==> src/rtl/hazard_pkg.sv <==
// Shared encodings for the hazard unit: forward-select codes and Tuse/Tnew field sizing.
package hazard_pkg;

    localparam int T_W = 3;
    localparam logic [T_W-1:0] TUSE_NONE = 3'd3;

    typedef enum logic [1:0] {
        FWD_GRF = 2'b00,
        FWD_E   = 2'b01,
        FWD_M   = 2'b10,
        FWD_W   = 2'b11
    } fwd_sel_e;

endpackage

==> src/rtl/hazard_stage_reg.sv <==
// One pipeline-stage tracker: destination register plus cycles remaining until its result exists.
module hazard_stage_reg #(
    parameter int RA_W = 5,
    parameter int T_W  = 3
) (
    input  logic            clk,
    input  logic            reset,
    input  logic            bubble,
    input  logic [RA_W-1:0] waddr_in,
    input  logic [T_W-1:0]  tnew_in,
    output logic [RA_W-1:0] waddr,
    output logic [T_W-1:0]  tnew
);

    always_ff @(posedge clk or posedge reset) begin
        if (reset) begin
            waddr <= '0;
            tnew  <= '0;
        end else if (bubble) begin
            waddr <= '0;
            tnew  <= '0;
        end else begin
            waddr <= waddr_in;
            tnew  <= (tnew_in == '0) ? '0 : tnew_in - 1'b1;
        end
    end

endmodule

==> src/rtl/hazard_unit.sv <==
// Decode-stage hazard detection: stall generation, forward-select priority for D/E/M
// consumers, and a saturating count of stalled cycles.
module hazard_unit #(
    parameter int RA_W  = 5,
    parameter int T_W   = hazard_pkg::T_W,
    parameter int CNT_W = 32
) (
    input  logic             clk,
    input  logic             reset,
    input  logic [T_W-1:0]   Tuse_rs,
    input  logic [T_W-1:0]   Tuse_rt,
    input  logic [T_W-1:0]   Tnew_D,
    input  logic [RA_W-1:0]  rs_D,
    input  logic [RA_W-1:0]  rt_D,
    input  logic [RA_W-1:0]  waddr_D,
    input  logic             regwrite_D,
    input  logic [RA_W-1:0]  rs_E,
    input  logic [RA_W-1:0]  rt_E,
    input  logic [RA_W-1:0]  rt_M,
    output logic             stall,
    output logic [1:0]       fwd_rs_D,
    output logic [1:0]       fwd_rt_D,
    output logic [1:0]       fwd_rs_E,
    output logic [1:0]       fwd_rt_E,
    output logic             fwd_rt_M,
    output logic [CNT_W-1:0] stall_cnt
);
    import hazard_pkg::*;

    logic [RA_W-1:0] waddr_e, waddr_m, waddr_w;
    logic [T_W-1:0]  tnew_e, tnew_m, tnew_w;

    hazard_stage_reg #(.RA_W(RA_W), .T_W(T_W)) u_stage_e (
        .clk(clk), .reset(reset), .bubble(stall),
        .waddr_in(regwrite_D ? waddr_D : '0), .tnew_in(Tnew_D),
        .waddr(waddr_e), .tnew(tnew_e)
    );

    hazard_stage_reg #(.RA_W(RA_W), .T_W(T_W)) u_stage_m (
        .clk(clk), .reset(reset), .bubble(1'b0),
        .waddr_in(waddr_e), .tnew_in(tnew_e),
        .waddr(waddr_m), .tnew(tnew_m)
    );

    // Feeding zero makes the W entry always ready, whatever M held.
    hazard_stage_reg #(.RA_W(RA_W), .T_W(T_W)) u_stage_w (
        .clk(clk), .reset(reset), .bubble(1'b0),
        .waddr_in(waddr_m), .tnew_in('0),
        .waddr(waddr_w), .tnew(tnew_w)
    );

    function automatic logic needs_stall(input logic [RA_W-1:0] src, input logic [T_W-1:0] tuse);
        return (src != '0) &&
               (((src == waddr_e) && (tuse < tnew_e)) ||
                ((src == waddr_m) && (tuse < tnew_m)));
    endfunction

    // Only the youngest matching stage counts; if it is not ready yet we fall back to
    // the register/pipe value rather than an older, stale copy.
    function automatic fwd_sel_e pick(input logic [RA_W-1:0] src, input logic see_e,
                                      input logic see_m);
        fwd_sel_e sel;
        sel = FWD_GRF;
        if (src == '0)
            sel = FWD_GRF;
        else if (see_e && (src == waddr_e))
            sel = (tnew_e == '0) ? FWD_E : FWD_GRF;
        else if (see_m && (src == waddr_m))
            sel = (tnew_m == '0) ? FWD_M : FWD_GRF;
        else if (src == waddr_w)
            sel = (tnew_w == '0) ? FWD_W : FWD_GRF;
        return sel;
    endfunction

    assign stall    = needs_stall(rs_D, Tuse_rs) | needs_stall(rt_D, Tuse_rt);
    assign fwd_rs_D = pick(rs_D, 1'b1, 1'b1);
    assign fwd_rt_D = pick(rt_D, 1'b1, 1'b1);
    assign fwd_rs_E = pick(rs_E, 1'b0, 1'b1);
    assign fwd_rt_E = pick(rt_E, 1'b0, 1'b1);
    assign fwd_rt_M = (pick(rt_M, 1'b0, 1'b0) == FWD_W);

    always_ff @(posedge clk or posedge reset) begin
        if (reset)
            stall_cnt <= '0;
        else if (stall && (stall_cnt != '1))
            stall_cnt <= stall_cnt + 1'b1;
    end

endmodule

==> config.mk <==
export PLATFORM = sky130hd
export DESIGN_NAME = hazard_unit
export DESIGN_NICKNAME = d
export VERILOG_FILES = /design/src/rtl/hazard_pkg.sv /design/src/rtl/hazard_stage_reg.sv /design/src/rtl/hazard_unit.sv
export SDC_FILE = /design/constraint.sdc
export NUM_CORES = 1
export LEC_CHECK = 0
export BUFFER_PORTS_ARGS = -buffer_cell sky130_fd_sc_hd__buf_2
export CORE_MARGIN = 2
export CORE_UTILIZATION = 55
export CTS_CLUSTER_DIAMETER = 30
export DETAILED_ROUTE_END_ITERATION = 8
export PLACE_DENSITY_LB_ADDON = 0.2
export SLEW_MARGIN = 20
export SYNTH_ARGS = -nofsm -noshare
export SYNTH_HDL_FRONTEND = slang
export SYNTH_HIERARCHICAL = 1
export SYNTH_SLANG_ARGS = --single-unit
==> constraint.sdc <==
create_clock -name clk -period 2.5 [get_ports clk]
set_input_delay 0 -clock clk [delete_from_list [all_inputs] [get_ports clk]]
set_output_delay 0 -clock clk [all_outputs]
set_load 0.05 [all_outputs]
==> results.yml, run 1 <==
setup_path:
  critPathCaptureType: "output pin"
  r2r-end: "stall_cnt[16]"
  r2r_cells: 10
  start_kind: "flip-flop"
  path_max_fanout: 11
  startpoint: "u_stage_e/tnew[1]"
  worstPathArrival_ps: 2250
  reg2reg_slack_ps: 250
  path_class: "flip-flop to output pin"
  crit_required_ps: 2500
  rr_startpoint: "u_stage_e/tnew[1]"
die:
  initial_core_util_pct: 57.57
  rows: 29
  core-area_um2: 6422
  io_pins: 84
  die_h_um: 85.99
  die_area_um2: 7394
  die_w_um: 85.99
outcome:
  status: "finished clean"
timing:
  rsz0062_at_grt: "false"
  slew_viol_final: 0
  fmax_ghz: 0.4436
  setup_tns_ps: 0
  min_period_ps: 2255
  max-slew-margin-rel_pct: 51.24
  min_period_over_period_pct: 90.18
  finalSetupViolations: 0
  tightestPinTransition_ps: 725.8
  hold_viol_final: 0
  skew_ps: 6.756
synth:
  yosysMostFrequentCell: "xnor2_1"
  synth-seq-cells: 56
  synth_warnings: 6
  ys_types: 44
  synth.avg_cell_area_um2: 10.05
  syn_inst: 368
  ys_top_cells_by_count: "63 x xnor2_1, 56 x dfrtp_1, 22 x nor2b_1, 22 x nor3_1, 22 x xor2_1"
  async_flop_share_pct: 100.0
  synthTopCellsByArea: "dfrtp_1 38%, xnor2_1 15%, xor2_1 5.2%, ha_1 5.1%, nor2b_1 3.7%"
  synth_top_area_cell: "dfrtp_1"
  syn_area_um2: 3697
  synth_ff_type: "dfrtp_1"
  ys_seq_area_share_pct: 37.90
  synth_enable_flop_cells: 0
  synth_top_cell_area_share_pct: 37.90
min_path:
  min_delay_worst_endpoint: "u_stage_e/waddr[0]"
  min-delay-start: "waddr_D[0]"
  hold_depth: 3
  hold_class: "input port to flip-flop"
placement:
  port_buffers: 83
  gp_congestion: 0.8833
  dp_hpwl_um: 6164
  placed_cell_area_um2: 4307
drt:
  firstDrtPassIters: 4
  post_drt_wl_per_cell_um: 13.72
  routed_wl_um: 7739
  num_vias: 3040
  drc: 0
  drt.antenna.violating_nets: 0
  via_per_inst: 5.390
  drt_iter0_drc: 75
clock_network:
  clock_latency_ps: 310
  cts.clk_slew.worst_paths_ps: 90
  cts_buffer_depth: 2
  cts-resized-gates: 0
  htree_levels: 2
  cts_sinks: 56
  clockRootBuffer: "clkbuf_8"
  cts_made_buffers: 5
  cts_tree: "yes"
finish:
  design_area_um2: 4493
  nFillCells: 494
  synthToLayoutAreaGrowth_pct: 21.52
  diodes: 0
  nets: 543
  layout-drive-gt1-share_pct: 27.31
pwr:
  cellPowerDensity_nw_per_um2: 475.4
  peakVddDrop_v: 0.0003883
  leakagePower_nw: 2.225
job:
  max-cap-violations: 0
global_routing:
  grt_first_pass_wirelength_um: 13430
  grt_pass1_vias: 3004
  grt.total_usage_pct: 22.23
  antenna_found_initial: 0
  grt-ovfl-total: 0
  grt_max_degree: 21
==> where the power goes <==
group	internal [mW]	switching (mW)
Clock	0.328	0.288
Sequential	0.956	0.0544
Combinational	0.199	0.312
==> layout make-up <==
class | count | area (um^2) | share of cell area [%]
multi-input combinational | 306 | 2231 | 49.65
sequential | 56 | 1404 | 31.24
timing repair buffer | 99 | 573.1 | 12.75
tap | 77 | 96.34 | 2.144
clock buffer | 6 | 82.58 | 1.838
inverter | 18 | 67.56 | 1.504
clock inverter | 2 | 38.79 | 0.8633
==> sequential cells by signal, indices dropped and copies added (netlist names) <==
name and flops:
u_stage_e/waddr 5, stall_cnt 32, u_stage_e/tnew 3, u_stage_m/tnew 3, u_stage_w/tnew 3, u_stage_w/waddr 5
u_stage_m/waddr 5
==> metal layers <==
metal / GRT usage, % / vias to the layer above / wire (um)
met1: 29.32 / 1440 / 3376
met2: 37.70 / 111 / 3759
met5: 0 / - / 0
met4: 6.638 / 0 / 114
li1: - / 1477 / -
met3: 3.561 / 12 / 489
==> what timing repair did <==
item,in CTS,in global routing
setup endpoints to repair,0,1
hold endpoints to repair,40,0
setup buffers,0,2
hold buffers,5,0
==> how the worst max path moves through the flow <==
stage / cells past startpoint / slack, ps / end
after floorplan: 4 / 80 / fwd_rs_E[1]
after global placement: 8 / 310 / stall_cnt[1]
after detailed placement: 9 / 260 / stall_cnt[4]
after CTS: 8 / 60 / stall
after global routing: 9 / 90 / stall_cnt[19]
final: 8 / 250 / stall
==> per-stage QoR <==
step	hold WS [ps]	worst slack (ps)	std cells	util, %	power, mW
after floorplan	-184.3	77.85	392	-	1.372
after global placement	-16.37	310.1	549	67.06	1.518
after detailed placement	-6.490	260.0	549	67.06	1.532
after CTS	23.50	57.96	562	69.73	2.154
after global routing	29.13	85.73	564	69.96	2.256
final	26.12	245.5	564	69.96	2.136
==> layout by cell type (no fill, tap or decap), types with 13 or more instances in the layout <==
| master | n |
|---|---|
| ha_1 | 15 |
| inv_1 | 18 |
| xnor2_1 | 63 |
| buf_2 | 83 |
| nor3_1 | 22 |
| nor2b_1 | 22 |
| nand2_1 | 13 |
| and3_1 | 16 |
| xor2_1 | 22 |
| dfrtp_1 | 54 |
| conb_1 | 25 |
| nand3_1 | 16 |
| nand4_1 | 14 |
==> cell families after synthesis <==
group	after synthesis	synth area share (%)
flops	56	37.90
simple gates	160	27.51
mux	3	0.8460
xor+xnor	85	20.14
buf+inv	30	4.196
fa+ha+maj	15	5.076
compound gates	18	4.230
other cells	1	0.1014
==> worst max-delay path: stages, from the launching register on <==
cell and delay (ps):
dfrtp_1 400, inv_1 80, ha_1 270, a21oi_1 130
nor2b_1 60, o32a_1 350, o22ai_4 230, buf_12 160
buf_2 260
(Power assumes the default switching activity.)
==> run 2, diff against run 1 <==
- CORE_UTILIZATION: 55 -> 45
- CTS_CLUSTER_DIAMETER: 30 -> default
==> results.yml, run 2 (synthesis results as in run 1) <==
setup_path:
  crit_path_top_delay_cell: "dfrtp_1"
  worstPathArrival_ps: 2350
  cp_cell_sequence: "inv_1 -> ha_1 -> a21oi_1 -> nor2b_1 -> o32a_1 -> o22ai_4 -> buf_12 -> clkbuf_4"
  start_kind: "flip-flop"
  rr_startpoint: "u_stage_e/tnew[1]"
  critPathMaxStageDelay_ps: 400
  path_max_fanout: 19
  crit_family: "compound AO/OA/AOI/OAI gates"
  reg2reg_slack_ps: 250
  r2r-end: "stall_cnt[16]"
  path_class: "flip-flop to output pin"
  critPathCaptureType: "output pin"
  crit_buf_inv: 3
  cp_num_cells: 8
  r2r_cells: 9
  crit_required_ps: 2500
timing:
  finalSetupViolations: 0
  rsz0062_at_grt: "false"
  min_period_over_period_pct: 94.11
  max-slew-margin-rel_pct: 36.90
  setup_tns_ps: 0
  slew_viol_final: 0
  hold_viol_final: 0
  fmax_ghz: 0.4250
  layout_setup_ws_ps: 147.3
  tightestPinTransition_ps: 945.5
  min_period_ps: 2353
  whs_ps: 18.64
  skew_ps: 5.577
global_routing:
  grt_max_degree: 25
  grt.total_usage_pct: 18.25
  grt_pass1_vias: 2783
  grt_first_pass_wirelength_um: 12990
  antenna_found_initial: 0
  grt-ovfl-total: 0
finish:
  diodes: 0
  synthToLayoutAreaGrowth_pct: 20.03
  design_area_um2: 4438
  layout-drive-gt1-share_pct: 26.61
  nets: 538
  largest_register_ffs: 32
  regMostFlops: "stall_cnt"
  final_common_cell: "buf_2"
  final_cell_mix: "82 x buf_2, 63 x xnor2_1, 54 x dfrtp_1, 25 x conb_1"
  final_util_pct: 54.84
pwr:
  leakagePower_nw: 2.175
  p_int_mw: 1.337
  p_sw_mw: 0.6478
  cellPowerDensity_nw_per_um2: 447.3
  combPwrFrac_pct: 25.2
  seqPwrFrac_pct: 51.1
  switching_share_pct: 32.63
  pwr-share-clk_pct: 23.7
  peakVddDrop_v: 0.0003540
drt:
  post_drt_wl_per_cell_um: 13.50
  drc: 0
  drt_iter0_drc: 52
  drt.antenna.violating_nets: 0
  num_vias: 2945
  routed_wl_um: 7912
  via_per_inst: 5.026
  firstDrtPassIters: 4
clock_network:
  clock_latency_ps: 300
  htree_levels: 2
  clockRootBuffer: "clkbuf_8"
  cts_made_buffers: 5
  cts_setup_buffers: 0
  cts.clk_slew.worst_paths_ps: 90
  cts_tree: "yes"
  cts_buffer_depth: 2
  cts_sinks: 56
min_path:
  hold_depth: 3
  min-delay-start: "waddr_D[3]"
  min_delay_worst_endpoint: "u_stage_e/waddr[3]"
  hold_class: "input port to flip-flop"
placement:
  port_buffers: 83
  placed_cell_area_um2: 4314
  gp_congestion: 0.8732
  dp_hpwl_um: 6258
  preCtsSetupSlack_ps: 260.3
job:
  max-cap-violations: 0
die:
  rows: 33
  core-area_um2: 8093
  initial_core_util_pct: 45.69
  die_w_um: 94.65
  die_h_um: 94.65
  io_pins: 84
  die_area_um2: 8958
outcome:
  status: "finished clean"
==> run 2: timing repair <==
| item | CTS | global route |
|---|---|---|
| gates resized for setup | 0 | 1 |
| hold endpoints to repair | 49 | 0 |
| endpoints found under the setup margin | 0 | 1 |
| hold buffers | 4 | 0 |
==> run 2: area by class of cell <==
type                       count  area (um^2)
tap                          105        131.4
multi-input combinational    306         2231
timing repair buffer          94        523.0
clock inverter                 2        12.51
inverter                      18        67.56
sequential                    56         1404
clock buffer                   5        68.82
fill                         762         3655
==> run 2: how the worst max path moves through the flow <==
stage	endpoint	slack, ps	from
after floorplan	fwd_rs_E[1]	80	u_stage_w/tnew[1]
after global placement	stall_cnt[1]	330	stall_cnt[11]
after detailed placement	stall_cnt[16]	260	u_stage_e/tnew[1]
after CTS	stall	100	u_stage_e/tnew[1]
after global routing	stall	10	u_stage_e/tnew[1]
final	stall	150	u_stage_e/tnew[1]
==> run 2: tightest hold or removal path, cell delays in order <==
cell	delay, ps
buf_2	70
and2_1	100
nor2b_1	110
==> run 2: per-layer routing <==
| metal | track usage, % | up-vias | routed length [um] | share of wire, % |
|---|---|---|---|---|
| met5 | 0 | - | 0 | 0 |
| met4 | 6.039 | 0 | 169 | 2.1 |
| met3 | 3.033 | 14 | 419 | 5.3 |
| met2 | 30.97 | 88 | 3722 | 47 |
| met1 | 23.69 | 1386 | 3601 | 46 |
| li1 | - | 1457 | - | - |
==> run 2: power by group through the flow <==
stage               Sequential (mW)  Clock (mW)  Combinational [mW]
finish                         1.01       0.470               0.500
global route                   1.02       0.530               0.547
CTS                            1.02       0.499               0.502
detailed placement             1.03           0               0.497
global placement               1.03           0               0.489
floorplan                      1.11           0               0.265
==> run 2: stage by stage <==
| stage | std cells | power (mW) |
|---|---|---|
| final | 586 | 1.985 |
| after global routing | 586 | 2.100 |
| after CTS | 586 | 2.017 |
| after detailed placement | 575 | 1.529 |
| after global placement | 575 | 1.521 |
| after floorplan | 392 | 1.372 |
